File: config.mk
export PLATFORM = sky130hd
export DESIGN_NAME = mul_partial_resolver_flat
export DESIGN_NICKNAME = d
export VERILOG_FILES = /design/src/rtl/mul_partial_resolver_pkg.sv /design/src/rtl/mul_partial_resolver_if.sv /design/src/rtl/mul_partial_resolver_word_cpa.sv /design/src/rtl/mul_partial_resolver.sv /design/src/flat_wrapper.sv
export SDC_FILE = /design/constraint.sdc
export NUM_CORES = 1
export LEC_CHECK = 0
export CORE_MARGIN = 3
export CORE_UTILIZATION = 51
export DETAILED_ROUTE_END_ITERATION = 16
export PLACE_DENSITY = 0.79
export SLEW_MARGIN = 20
export SYNTH_ARGS = -nofsm -noshare
export SYNTH_HDL_FRONTEND = slang
export SYNTH_HIERARCHICAL = 1
export SYNTH_SLANG_ARGS = --single-unit
File: constraint.sdc
create_clock -name clk -period 3.8 [get_ports clk]
set_clock_uncertainty 0.2 [all_clocks]
set_input_delay 0.76 -clock clk [delete_from_list [all_inputs] [get_ports clk]]
set_output_delay 0.76 -clock clk [all_outputs]
set_load 0.05 [all_outputs]
File: src/rtl/mul_partial_resolver_pkg.sv
// Shared constants and types for the carry-save partial-product resolver.
package mul_partial_resolver_pkg;

  localparam int unsigned WordBits        = 8;
  localparam int unsigned MulPartialBits  = 23;
  localparam int unsigned MulResultBits   = 24;
  localparam int unsigned ResolverWords   = (MulResultBits + WordBits - 1) / WordBits;
  localparam int unsigned ResolverIdxBits = (ResolverWords > 1) ? $clog2(ResolverWords) : 1;

  typedef enum logic {ResIdle, ResRun} resolver_state_e;

  typedef logic [WordBits-1:0] word_t;

endpackage

File: src/rtl/mul_partial_resolver_if.sv
// Input product handshake plus word-serial output stream of the resolver.
interface mul_partial_resolver_if #(
  parameter int unsigned PartialBits = mul_partial_resolver_pkg::MulPartialBits + 1,
  parameter int unsigned WordBits    = mul_partial_resolver_pkg::WordBits,
  parameter int unsigned IdxBits     = mul_partial_resolver_pkg::ResolverIdxBits
);

  logic                   in_valid;
  logic                   in_ready;
  logic [PartialBits-1:0] part_nr;
  logic [PartialBits-1:0] part_r;
  logic                   out_valid;
  logic                   out_ready;
  logic [WordBits-1:0]    out_word;
  logic [IdxBits-1:0]     out_idx;
  logic                   out_last;
  logic                   ovf;

  // Producer of products and consumer of resolved words.
  modport master (
    output in_valid, part_nr, part_r, out_ready,
    input  in_ready, out_valid, out_word, out_idx, out_last, ovf
  );

  // The resolver itself.
  modport slave (
    input  in_valid, part_nr, part_r, out_ready,
    output in_ready, out_valid, out_word, out_idx, out_last, ovf
  );

endinterface

File: src/rtl/mul_partial_resolver_word_cpa.sv
// One word-wide carry-propagate adder slice.
module mul_partial_resolver_word_cpa #(
  parameter int unsigned WordBits = mul_partial_resolver_pkg::WordBits
) (
  input  logic [WordBits-1:0] a,
  input  logic [WordBits-1:0] b,
  input  logic                cin,
  output logic [WordBits-1:0] sum_c,
  output logic                cout_c
);

  localparam int unsigned SumBits = WordBits + 1;

  logic [SumBits-1:0] total;

  assign total           = SumBits'(a) + SumBits'(b) + SumBits'(cin);
  assign {cout_c, sum_c} = total;

endmodule

File: src/rtl/mul_partial_resolver.sv
// Resolves two carry-save partials into a non-redundant product, one word per
// handshake, LSW first, using a single time-multiplexed adder slice.
module mul_partial_resolver #(
  parameter int unsigned WordBits    = mul_partial_resolver_pkg::WordBits,
  parameter int unsigned PartialBits = mul_partial_resolver_pkg::MulPartialBits + 1,
  parameter int unsigned ResultBits  = mul_partial_resolver_pkg::MulResultBits
) (
  input  logic                  clk,
  input  logic                  rst,
  mul_partial_resolver_if.slave bus
);

  import mul_partial_resolver_pkg::*;

  localparam int unsigned NumWords  = (ResultBits + WordBits - 1) / WordBits;
  localparam int unsigned IdxBits   = (NumWords > 1) ? $clog2(NumWords) : 1;
  localparam int unsigned StoreBits = NumWords * WordBits;
  localparam int unsigned TopBits   = ResultBits - (NumWords - 1) * WordBits;

  localparam logic [IdxBits-1:0]  LastIdx = IdxBits'(NumWords - 1);
  // Bits of the top word that still belong to the kept product.
  localparam logic [WordBits-1:0] TopMask = {WordBits{1'b1}} >> (WordBits - TopBits);

  localparam logic [0:0] StIdle = 1'b0;
  localparam logic [0:0] StRun  = 1'b1;

  logic [0:0]          state_q, state_d;
  logic [IdxBits-1:0]  idx_q, idx_d;
  logic [WordBits-1:0] word_q, word_d;
  logic                cout_q, cout_d;
  logic                valid_q, valid_d;
  logic                last_q, last_d;
  logic                ready_q, ready_d;
  logic                ovf_q, ovf_d;
  logic                hi_nz_q, hi_nz_d;

  logic [WordBits-1:0] a_mem [NumWords];
  logic [WordBits-1:0] b_mem [NumWords];

  logic [StoreBits-1:0] ext_nr;
  logic [StoreBits-1:0] ext_r;
  logic                 hi_nz_c;
  logic                 accept_c;

  logic [IdxBits-1:0]  nxt_idx_c;
  logic [WordBits-1:0] cpa_a;
  logic [WordBits-1:0] cpa_b;
  logic                cpa_cin;
  logic [WordBits-1:0] sum_c;
  logic                cout_c;
  logic                is_last_c;
  logic [WordBits-1:0] word_c;
  logic                carry_c;

  // Fit each partial to the operand store: zero-extend or truncate.
  if (PartialBits >= StoreBits) begin : g_trunc
    assign ext_nr = bus.part_nr[StoreBits-1:0];
    assign ext_r  = bus.part_r[StoreBits-1:0];
  end else begin : g_zext
    assign ext_nr = {{(StoreBits - PartialBits){1'b0}}, bus.part_nr};
    assign ext_r  = {{(StoreBits - PartialBits){1'b0}}, bus.part_r};
  end

  // Operand bits beyond the kept product width always signal overflow.
  if (PartialBits > ResultBits) begin : g_hi
    assign hi_nz_c = (|bus.part_nr[PartialBits-1:ResultBits]) |
                     (|bus.part_r[PartialBits-1:ResultBits]);
  end else begin : g_no_hi
    assign hi_nz_c = 1'b0;
  end

  assign accept_c  = (state_q == StIdle) && bus.in_valid && ready_q;
  assign nxt_idx_c = (idx_q == LastIdx) ? '0 : idx_q + IdxBits'(1);

  // Adder operands: word 0 straight from the bus on acceptance, else the next stored word.
  always_comb begin
    cpa_a     = a_mem[nxt_idx_c];
    cpa_b     = b_mem[nxt_idx_c];
    cpa_cin   = cout_q;
    is_last_c = (nxt_idx_c == LastIdx);
    if (state_q == StIdle) begin
      cpa_a     = ext_nr[WordBits-1:0];
      cpa_b     = ext_r[WordBits-1:0];
      cpa_cin   = 1'b0;
      is_last_c = (LastIdx == '0);
    end
  end

  mul_partial_resolver_word_cpa #(
    .WordBits (WordBits)
  ) u_cpa (
    .a      (cpa_a),
    .b      (cpa_b),
    .cin    (cpa_cin),
    .sum_c  (sum_c),
    .cout_c (cout_c)
  );

  // The top word is trimmed to the product width; anything above it counts as carry-out.
  assign word_c  = is_last_c ? (sum_c & TopMask) : sum_c;
  assign carry_c = is_last_c ? (cout_c | (|(sum_c & ~TopMask))) : cout_c;

  // Operand store, loaded once per accepted product.
  always_ff @(posedge clk or posedge rst) begin
    if (rst) begin
      for (int unsigned i = 0; i < NumWords; i++) begin
        a_mem[i] <= '0;
        b_mem[i] <= '0;
      end
    end else if (accept_c) begin
      for (int unsigned i = 0; i < NumWords; i++) begin
        a_mem[i] <= ext_nr[i*WordBits +: WordBits];
        b_mem[i] <= ext_r[i*WordBits +: WordBits];
      end
    end
  end

  // State and registered outputs.
  always_ff @(posedge clk or posedge rst) begin
    if (rst) begin
      state_q <= StIdle;
      idx_q   <= '0;
      word_q  <= '0;
      cout_q  <= 1'b0;
      valid_q <= 1'b0;
      last_q  <= 1'b0;
      ready_q <= 1'b1;
      ovf_q   <= 1'b0;
      hi_nz_q <= 1'b0;
    end else begin
      state_q <= state_d;
      idx_q   <= idx_d;
      word_q  <= word_d;
      cout_q  <= cout_d;
      valid_q <= valid_d;
      last_q  <= last_d;
      ready_q <= ready_d;
      ovf_q   <= ovf_d;
      hi_nz_q <= hi_nz_d;
    end
  end

  // Next state: accept in IDLE, advance one word per output handshake in RUN.
  always_comb begin
    state_d = state_q;
    idx_d   = idx_q;
    word_d  = word_q;
    cout_d  = cout_q;
    valid_d = valid_q;
    last_d  = last_q;
    ready_d = ready_q;
    ovf_d   = ovf_q;
    hi_nz_d = hi_nz_q;
    case (state_q)
      StIdle: begin
        ready_d = 1'b1;
        if (accept_c) begin
          state_d = StRun;
          idx_d   = '0;
          word_d  = word_c;
          cout_d  = carry_c;
          valid_d = 1'b1;
          last_d  = is_last_c;
          ready_d = 1'b0;
          ovf_d   = 1'b0;
          hi_nz_d = hi_nz_c;
        end
      end
      StRun: begin
        if (bus.out_ready) begin
          if (last_q) begin
            state_d = StIdle;
            idx_d   = '0;
            valid_d = 1'b0;
            last_d  = 1'b0;
            ready_d = 1'b1;
            ovf_d   = cout_q | hi_nz_q;
          end else begin
            idx_d  = nxt_idx_c;
            word_d = word_c;
            cout_d = carry_c;
            last_d = is_last_c;
          end
        end
      end
    endcase
  end

  assign bus.in_ready  = ready_q;
  assign bus.out_valid = valid_q;
  assign bus.out_word  = word_q;
  assign bus.out_idx   = idx_q;
  assign bus.out_last  = last_q;
  assign bus.ovf       = ovf_q;

endmodule

File: src/flat_wrapper.sv
// flat-port wrapper written by rule: the top's interface ports become plain ports
module mul_partial_resolver_flat import mul_partial_resolver_pkg::*;
#(
  parameter int unsigned WordBits    = mul_partial_resolver_pkg::WordBits,
  parameter int unsigned PartialBits = mul_partial_resolver_pkg::MulPartialBits + 1,
  parameter int unsigned ResultBits  = mul_partial_resolver_pkg::MulResultBits
)
  (clk, rst, bus_in_valid, bus_part_nr, bus_part_r, bus_out_ready, bus_in_ready, bus_out_valid, bus_out_word, bus_out_idx, bus_out_last, bus_ovf);
  mul_partial_resolver_if #(.PartialBits(PartialBits), .WordBits(WordBits), .IdxBits((2))) bus_i ();
  input  logic clk;
  input  logic rst;
  input wire logic [$bits(bus_i.in_valid)-1:0] bus_in_valid;
  input wire logic [$bits(bus_i.part_nr)-1:0] bus_part_nr;
  input wire logic [$bits(bus_i.part_r)-1:0] bus_part_r;
  input wire logic [$bits(bus_i.out_ready)-1:0] bus_out_ready;
  output wire logic [$bits(bus_i.in_ready)-1:0] bus_in_ready;
  output wire logic [$bits(bus_i.out_valid)-1:0] bus_out_valid;
  output wire logic [$bits(bus_i.out_word)-1:0] bus_out_word;
  output wire logic [$bits(bus_i.out_idx)-1:0] bus_out_idx;
  output wire logic [$bits(bus_i.out_last)-1:0] bus_out_last;
  output wire logic [$bits(bus_i.ovf)-1:0] bus_ovf;
  assign bus_i.in_valid = bus_in_valid;
  assign bus_i.part_nr = bus_part_nr;
  assign bus_i.part_r = bus_part_r;
  assign bus_i.out_ready = bus_out_ready;
  assign bus_in_ready = bus_i.in_ready;
  assign bus_out_valid = bus_i.out_valid;
  assign bus_out_word = bus_i.out_word;
  assign bus_out_idx = bus_i.out_idx;
  assign bus_out_last = bus_i.out_last;
  assign bus_ovf = bus_i.ovf;
  mul_partial_resolver #(.WordBits(WordBits), .PartialBits(PartialBits), .ResultBits(ResultBits)) u_core (.clk(clk), .rst(rst), .bus(bus_i));
endmodule
======== Word-level counts from Yosys, hierarchy flattened ========
Index checks and enable logic that the tools add are counted.
word-level totals
  flip-flop bits (word level) ............. 64
  bits of input ports ..................... 52
  output and inout bits ................... 14
  logic and storage cells ................. 75
operators by class
  add/subtract/negate cells ............... 3
  $lt $le $gt $ge ......................... 1
  eq/ne operators ......................... 6
  muxes and demuxes ....................... 43
  bitwise logic cells ..................... 2
  reduce and logical (&&, ||, !) cells .... 6
operators by type and width
  cell                 number
  $mux 8               9
  $bmux 8 s2           2
  $mux 1               20
  $pmux 8 s2           1
  $pmux 1 s2           6
  $add 8x8->9          1
  $add 9x1->9          1
  $mux 2               4
  $ne 2x2->1 const B   3
  $reduce_and 3->1     2
  $eq 2x2->1 const B   2
  $pmux 2 s2           1
  $reduce_and 2->1     2
  $ge 3x3->1 const B   1
  $not 2->3            1
  $add 2x1->2 const B  1
  $logic_and 1x1->1    2
  $ne 2x1->1 const B   1
  $not 1->1            1

======== Logic depth before layout (Yosys ltp) ========
  depth after elaboration ................. 12
  depth in mapped cells ................... 11
  mapped depth without buffers ............ 9

======== Cells and area by module ========
Netlist, hierarchy kept.
by module, submodules not included
  module                         instances  cells an instance  area an instance (um^2)  sequential area each (um^2)
  mul_partial_resolver           1          256                2935.3                   1602.8
  mul_partial_resolver_word_cpa  1          40                 331.6                    0.0

======== Least setup slack after synthesis ========
No wires, ideal clock.
  kind .................................... register -> register
  start ................................... register u_core.idx_q[1] (netlist: u_core/bus.out_idx[1])
  end ..................................... register u_core.cout_q
  arrival time ............................ 2.896 ns
  data required time ...................... 3.475 ns
  setup slack ............................. 0.578 ns
  cell stages (with the launch flop) ...... 12
  path through ............................ dfrtp_1 buf_2 inv_1 clkbuf_1 o21ai_0 o22ai_1 fa_1 fa_1 a21oi_1 o21a_1 o21ai_0 mux2_4
between the ends
  cells in the longest elaborated chain, start to end .. 12
  elaborated cells between the ends (all ways) .. 18
RTL lines
  what                                            line                                 RTL
  start, declared                                 mul_partial_resolver.sv:28           logic [IdxBits-1:0] idx_q, idx_d;
  start signal, assigned                          mul_partial_resolver.sv:132          idx_q <= idx_d;
  $add 2x1->2 or $eq 2x2->1 (tied branches)       mul_partial_resolver.sv:73           assign nxt_idx_c = (idx_q == LastIdx) ? '0 : idx_q + IdxBits'(1);
  $mux 2 (*)                                      mul_partial_resolver.sv:73
  $not 2->3 (not written as such) (*)             mul_partial_resolver.sv:77           cpa_a = a_mem[nxt_idx_c];
  $bmux 8 s2 (*)                                  mul_partial_resolver.sv:77
  $mux 8 (not written as such) (*) (2 in series)  mul_partial_resolver.sv:77
  $mux 8 (*)                                      mul_partial_resolver.sv:81           if (state_q == StIdle) begin
  named net u_core.cpa_a[0]                       mul_partial_resolver.sv:46           logic [WordBits-1:0] cpa_a;
  $add 8x8->9 (*)                                 mul_partial_resolver_word_cpa.sv:16  assign total = SumBits'(a) + SumBits'(b) + SumBits'(cin);
  $add 9x1->9 (*)                                 mul_partial_resolver_word_cpa.sv:16
  named net u_core.carry_c                        mul_partial_resolver.sv:53           logic carry_c;
  $mux 1                                          mul_partial_resolver.sv:171          if (last_q) begin
  $mux 1                                          mul_partial_resolver.sv:170          if (bus.out_ready) begin
  $pmux 1 s2 (*)                                  mul_partial_resolver.sv:154          case (state_q)
  end signal, assigned                            mul_partial_resolver.sv:134          cout_q <= cout_d;
  end, declared                                   mul_partial_resolver.sv:30           logic cout_q, cout_d;
The timed path passes the listed nets; every way through them passes the cells marked *. The select of a mux whose other input is x is not followed.
A chain may end at the register's enable or synchronous reset.

======== Final worst setup path ========
  start ................................... register u_core.idx_q[0] (netlist: u_core/bus.out_idx[0])
  end ..................................... register u_core.word_q[4] (netlist: u_core/bus.out_word[4])
between the ends
  cells in the longest elaborated chain, start to end .. 12
  elaborated cells between the ends (all ways) .. 18
RTL lines
  what                                            line                                 RTL
  $add 2x1->2 or $eq 2x2->1 (tied branches)       mul_partial_resolver.sv:73
  $mux 2 (*)                                      mul_partial_resolver.sv:73
  $not 2->3 (not written as such) (*)             mul_partial_resolver.sv:77
  $bmux 8 s2 (*)                                  mul_partial_resolver.sv:77
  $mux 8 (not written as such) (*) (2 in series)  mul_partial_resolver.sv:77
  $mux 8 (*)                                      mul_partial_resolver.sv:81
  named net u_core.cpa_a[0]                       mul_partial_resolver.sv:46
  $add 8x8->9 (*)                                 mul_partial_resolver_word_cpa.sv:16
  $add 9x1->9 (*)                                 mul_partial_resolver_word_cpa.sv:16
  named net u_core.sum_c[4]                       mul_partial_resolver.sv:49           logic [WordBits-1:0] sum_c;
  $mux 8                                          mul_partial_resolver.sv:171
  $mux 8                                          mul_partial_resolver.sv:170
  $pmux 8 s2 (*)                                  mul_partial_resolver.sv:154
  end signal, assigned                            mul_partial_resolver.sv:133          word_q <= word_d;
  end, declared                                   mul_partial_resolver.sv:29           logic [WordBits-1:0] word_q, word_d;
Marks and branches as above.

==> results.toml <==
[detailed_routing]
wirelength_um = 6770
drc = 0
first_pass_iters = 4
num_vias = 2401
routed_via_density = 5.43
drt_iter0_markers = 111
ant_nets = 0
wl_per_cell_um = 15.3

[placed_design]
io_buffers = 65
gp_congestion = 0.877
placed_cells = 426
dp_hpwl_um = 5070

[floorplanning]
num_rows = 28
core_area_um2 = 6060
die-area_um2 = 7400
die_w_um = 86.0
die_h_um = 86.0
ios = 66
start_util_pct = 53.9

[sta]
max_freq_ghz = 0.309
fin_crit_ns = 3.23
slew_headroom_pct = 51.2
hold_viol = 0
min_period_over_period_pct = 85.1
setup_violations = 0
worst_pin_slew_ns = 0.732
setup_tns_ns = 0
slew_violations = 0
rsz0062_at_grt = "no"

[worst_setup_path]
critPathMaxStageDelay_ns = 0.50
criticalPathCategory = "reg2reg"
cp_common_cell = "fa_1"
crit_path_top_delay_cell = "fa_1"
cp_cell_sequence = "buf_4, a211oi_1, o22ai_1, fa_1, fa_1, a21oi_1, o21bai_1, xor2_1, mux2_4"
critPathMaxFanout = 19
end_kind = "flip-flop"
critPathRequiredTime_ns = 3.82
critPathLaunchType = "flip-flop"
arrival_ns = 3.25

[yosys]
synth_ff_type = "dfrtp_1"
seq_area_frac_synth_pct = 49.1
synth-edff-count = 0
synth_area_um2 = 3270
synthCells = 296
yosys_warnings = 6
syn_area_per_cell_um2 = 11.0
ys_ff_latch = 64
syn_nets = 357
synthArstFlopShare_pct = 100
ys_types = 39

[outcome]
status = "complete, no violations"

[layout]
nNetsFinal = 423
diodes = 0
syn_to_final_growth_pct = 27.6
finish.utilization_pct = 68.8
fillers = 450
drive_above_1_share_pct = 19.6
finalNonFillerCells = 442

[cts]
cts_sinks = 64
clkSlewWorstSetupHoldPaths_ns = 0.07
cts_resized = 0
cts_buffer_depth = 2
htree_levels = 3
clockRootBuffer = "clkbuf_8"
cts_tree = "done"
cts_buffers = 9
cts_setup_buffers = 0
holdBufCountCts = 0
clock_latency_ns = 0.34

[job]
maxCapViolations = 0

[global_route]
grt_start_max_net_pins = 50
grt_antenna_before_repair = 0
gr-total-overflow = 0
grt_pass1_wl_um = 11100
grt.total_usage_pct = 19.6
grt_pass1_vias = 2292

[worst_hold_path]
hold_path_class = "reg2reg"

[pwr]
peakVddDrop_mv = 0.611
power.leakage_nw = 1.83
powerDensity_nw_per_um2 = 1010
## cell usage after synthesis, types with 3 or more instances
cell type / number / area [um2]
mux2_2: 33 / 372
buf_2: 9 / 45.0
a22o_1: 3 / 26.3
o22ai_1: 16 / 100
clkbuf_1: 5 / 18.8
inv_1: 21 / 78.8
nand3_1: 4 / 20.0
o21ai_0: 34 / 170
nor2b_1: 17 / 106
mux2_4: 9 / 135
dfrtp_1: 63 / 1580
a21oi_1: 4 / 20.0
nand2_1: 23 / 86.3
ha_1: 7 / 87.6
a211oi_1: 16 / 120
## critical path: cells and delay by family, from the launching register on
kind / cells / cell delay, ns
XOR/XNOR: 1 / 0.15
multiplexers: 1 / 0.27
adder cells (fa/ha/maj): 2 / 0.91
buffers and inverters: 1 / 0.21
AO/OA/AOI/OAI: 4 / 0.94
flip-flops: 1 / 0.42
## cell families (layout without fill, tap and decap cells)
| logic type | Yosys count | in the layout | share of synthesized area (%) |
|---|---|---|---|
| adders and majority gates | 9 | 9 | 3.91 |
| DFF | 64 | 64 | 49.1 |
| muxes | 42 | 42 | 15.5 |
| and+or+nand+nor | 54 | 54 | 8.96 |
| AOI/OAI and AO/OA | 84 | 84 | 16.2 |
| xor gates and xnor gates | 4 | 4 | 1.07 |
| buffers and inverters | 39 | 110 | 5.29 |
## path summary, 6_finish.rpt
| path | start | end | slack, ns | cells past startpoint |
|---|---|---|---|---|
| setup reg to reg | u_core/bus.out_idx[0] | u_core/bus.out_word[4] | 0.57 | 9 |
| max in group asynchronous | rst | u_core/b_mem[8] | 2.21 | 3 |
| setup / recovery | u_core/bus.out_idx[0] | u_core/bus.out_word[4] | 0.57 | 9 |
| min in group asynchronous | rst | u_core/bus.out_valid | 0.52 | 2 |
| hold / removal | u_core/a_mem[21] | u_core/a_mem[21] | 0.28 | 2 |
| hold reg to reg | u_core/a_mem[21] | u_core/a_mem[21] | 0.28 | 2 |
## cell type report
class	instances	area, um2	area share, %
clock inverters	7	71.3	1.71
well taps	75	93.8	2.25
repair buffers	72	703	16.9
flip-flops and latches	64	1600	38.4
clock buffers	9	124	2.97
multi-input cells	193	1490	35.8
inverters	22	82.6	1.98
## layer usage
layer	track usage, %	up-vias	wire length, um
li1	-	1186	-
met5	0	-	0
met4	9.06	0	140
met2	30.5	64	3200
met1	26.7	1139	3100
met3	3.65	12	326
## flip-flops by register name, summed over array words and instances (netlist names)
register	cells
u_core/bus.out_valid	1
u_core/cout_q	1
u_core/bus.out_word	8
u_core/bus.in_ready	1
u_core/bus.out_idx	2
u_core/a_mem	24
u_core/bus.out_last	1
u_core/bus.ovf	1
u_core/b_mem	24
u_core/state_q	1
## power by group
group          total [mW]  switching, mW  internal (mW)
Sequential           1.26          0.227           1.03
Clock               0.578          0.276          0.302
Combinational        2.38           1.21           1.17
Total                4.22           1.72           2.50
## stage by stage
stage / hold WS (ns) / setup slack (ns) / power, mW / area (um2)
2_1_floorplan: 0.245 / 0.578 / 3.10 / 3270
3_3_place_gp: 0.259 / 0.504 / 3.57 / 3970
3_5_place_dp: 0.267 / 0.473 / 3.65 / 3970
4_1_cts: 0.283 / 0.586 / 4.25 / 4170
5_1_grt: 0.305 / 0.284 / 4.56 / 4170
6_report: 0.278 / 0.567 / 4.22 / 4170
## placed cells by master, fill, tap and decap left out, types with 2 or more instances in the layout
cell type        synthesis  routed
a211oi_1                16      16
a21o_1                   2       2
a21oi_1                  4       4
a22o_1                   3       3
a311o_1                  2       2
buf_4                    2       7
clkbuf_8                 0       9
clkdlybuf4s50_1          0      65
clkinv_2                 0       2
clkinvlp_4               0       3
dfrtp_1                 63      63
fa_1                     2       2
ha_1                     7       7
inv_1                   21      20
inv_2                    1       2
mux2_2                  33      33
mux2_4                   9       9
nand2_1                 23      23
nand3_1                  4       4
nand3b_1                 2       2
nor2b_1                 17      17
o21a_1                   2       2
o21ai_0                 34      34
o22ai_1                 16      16
xnor2_1                  2       2
xor2_1                   2       2
(Power assumes the default switching activity.)
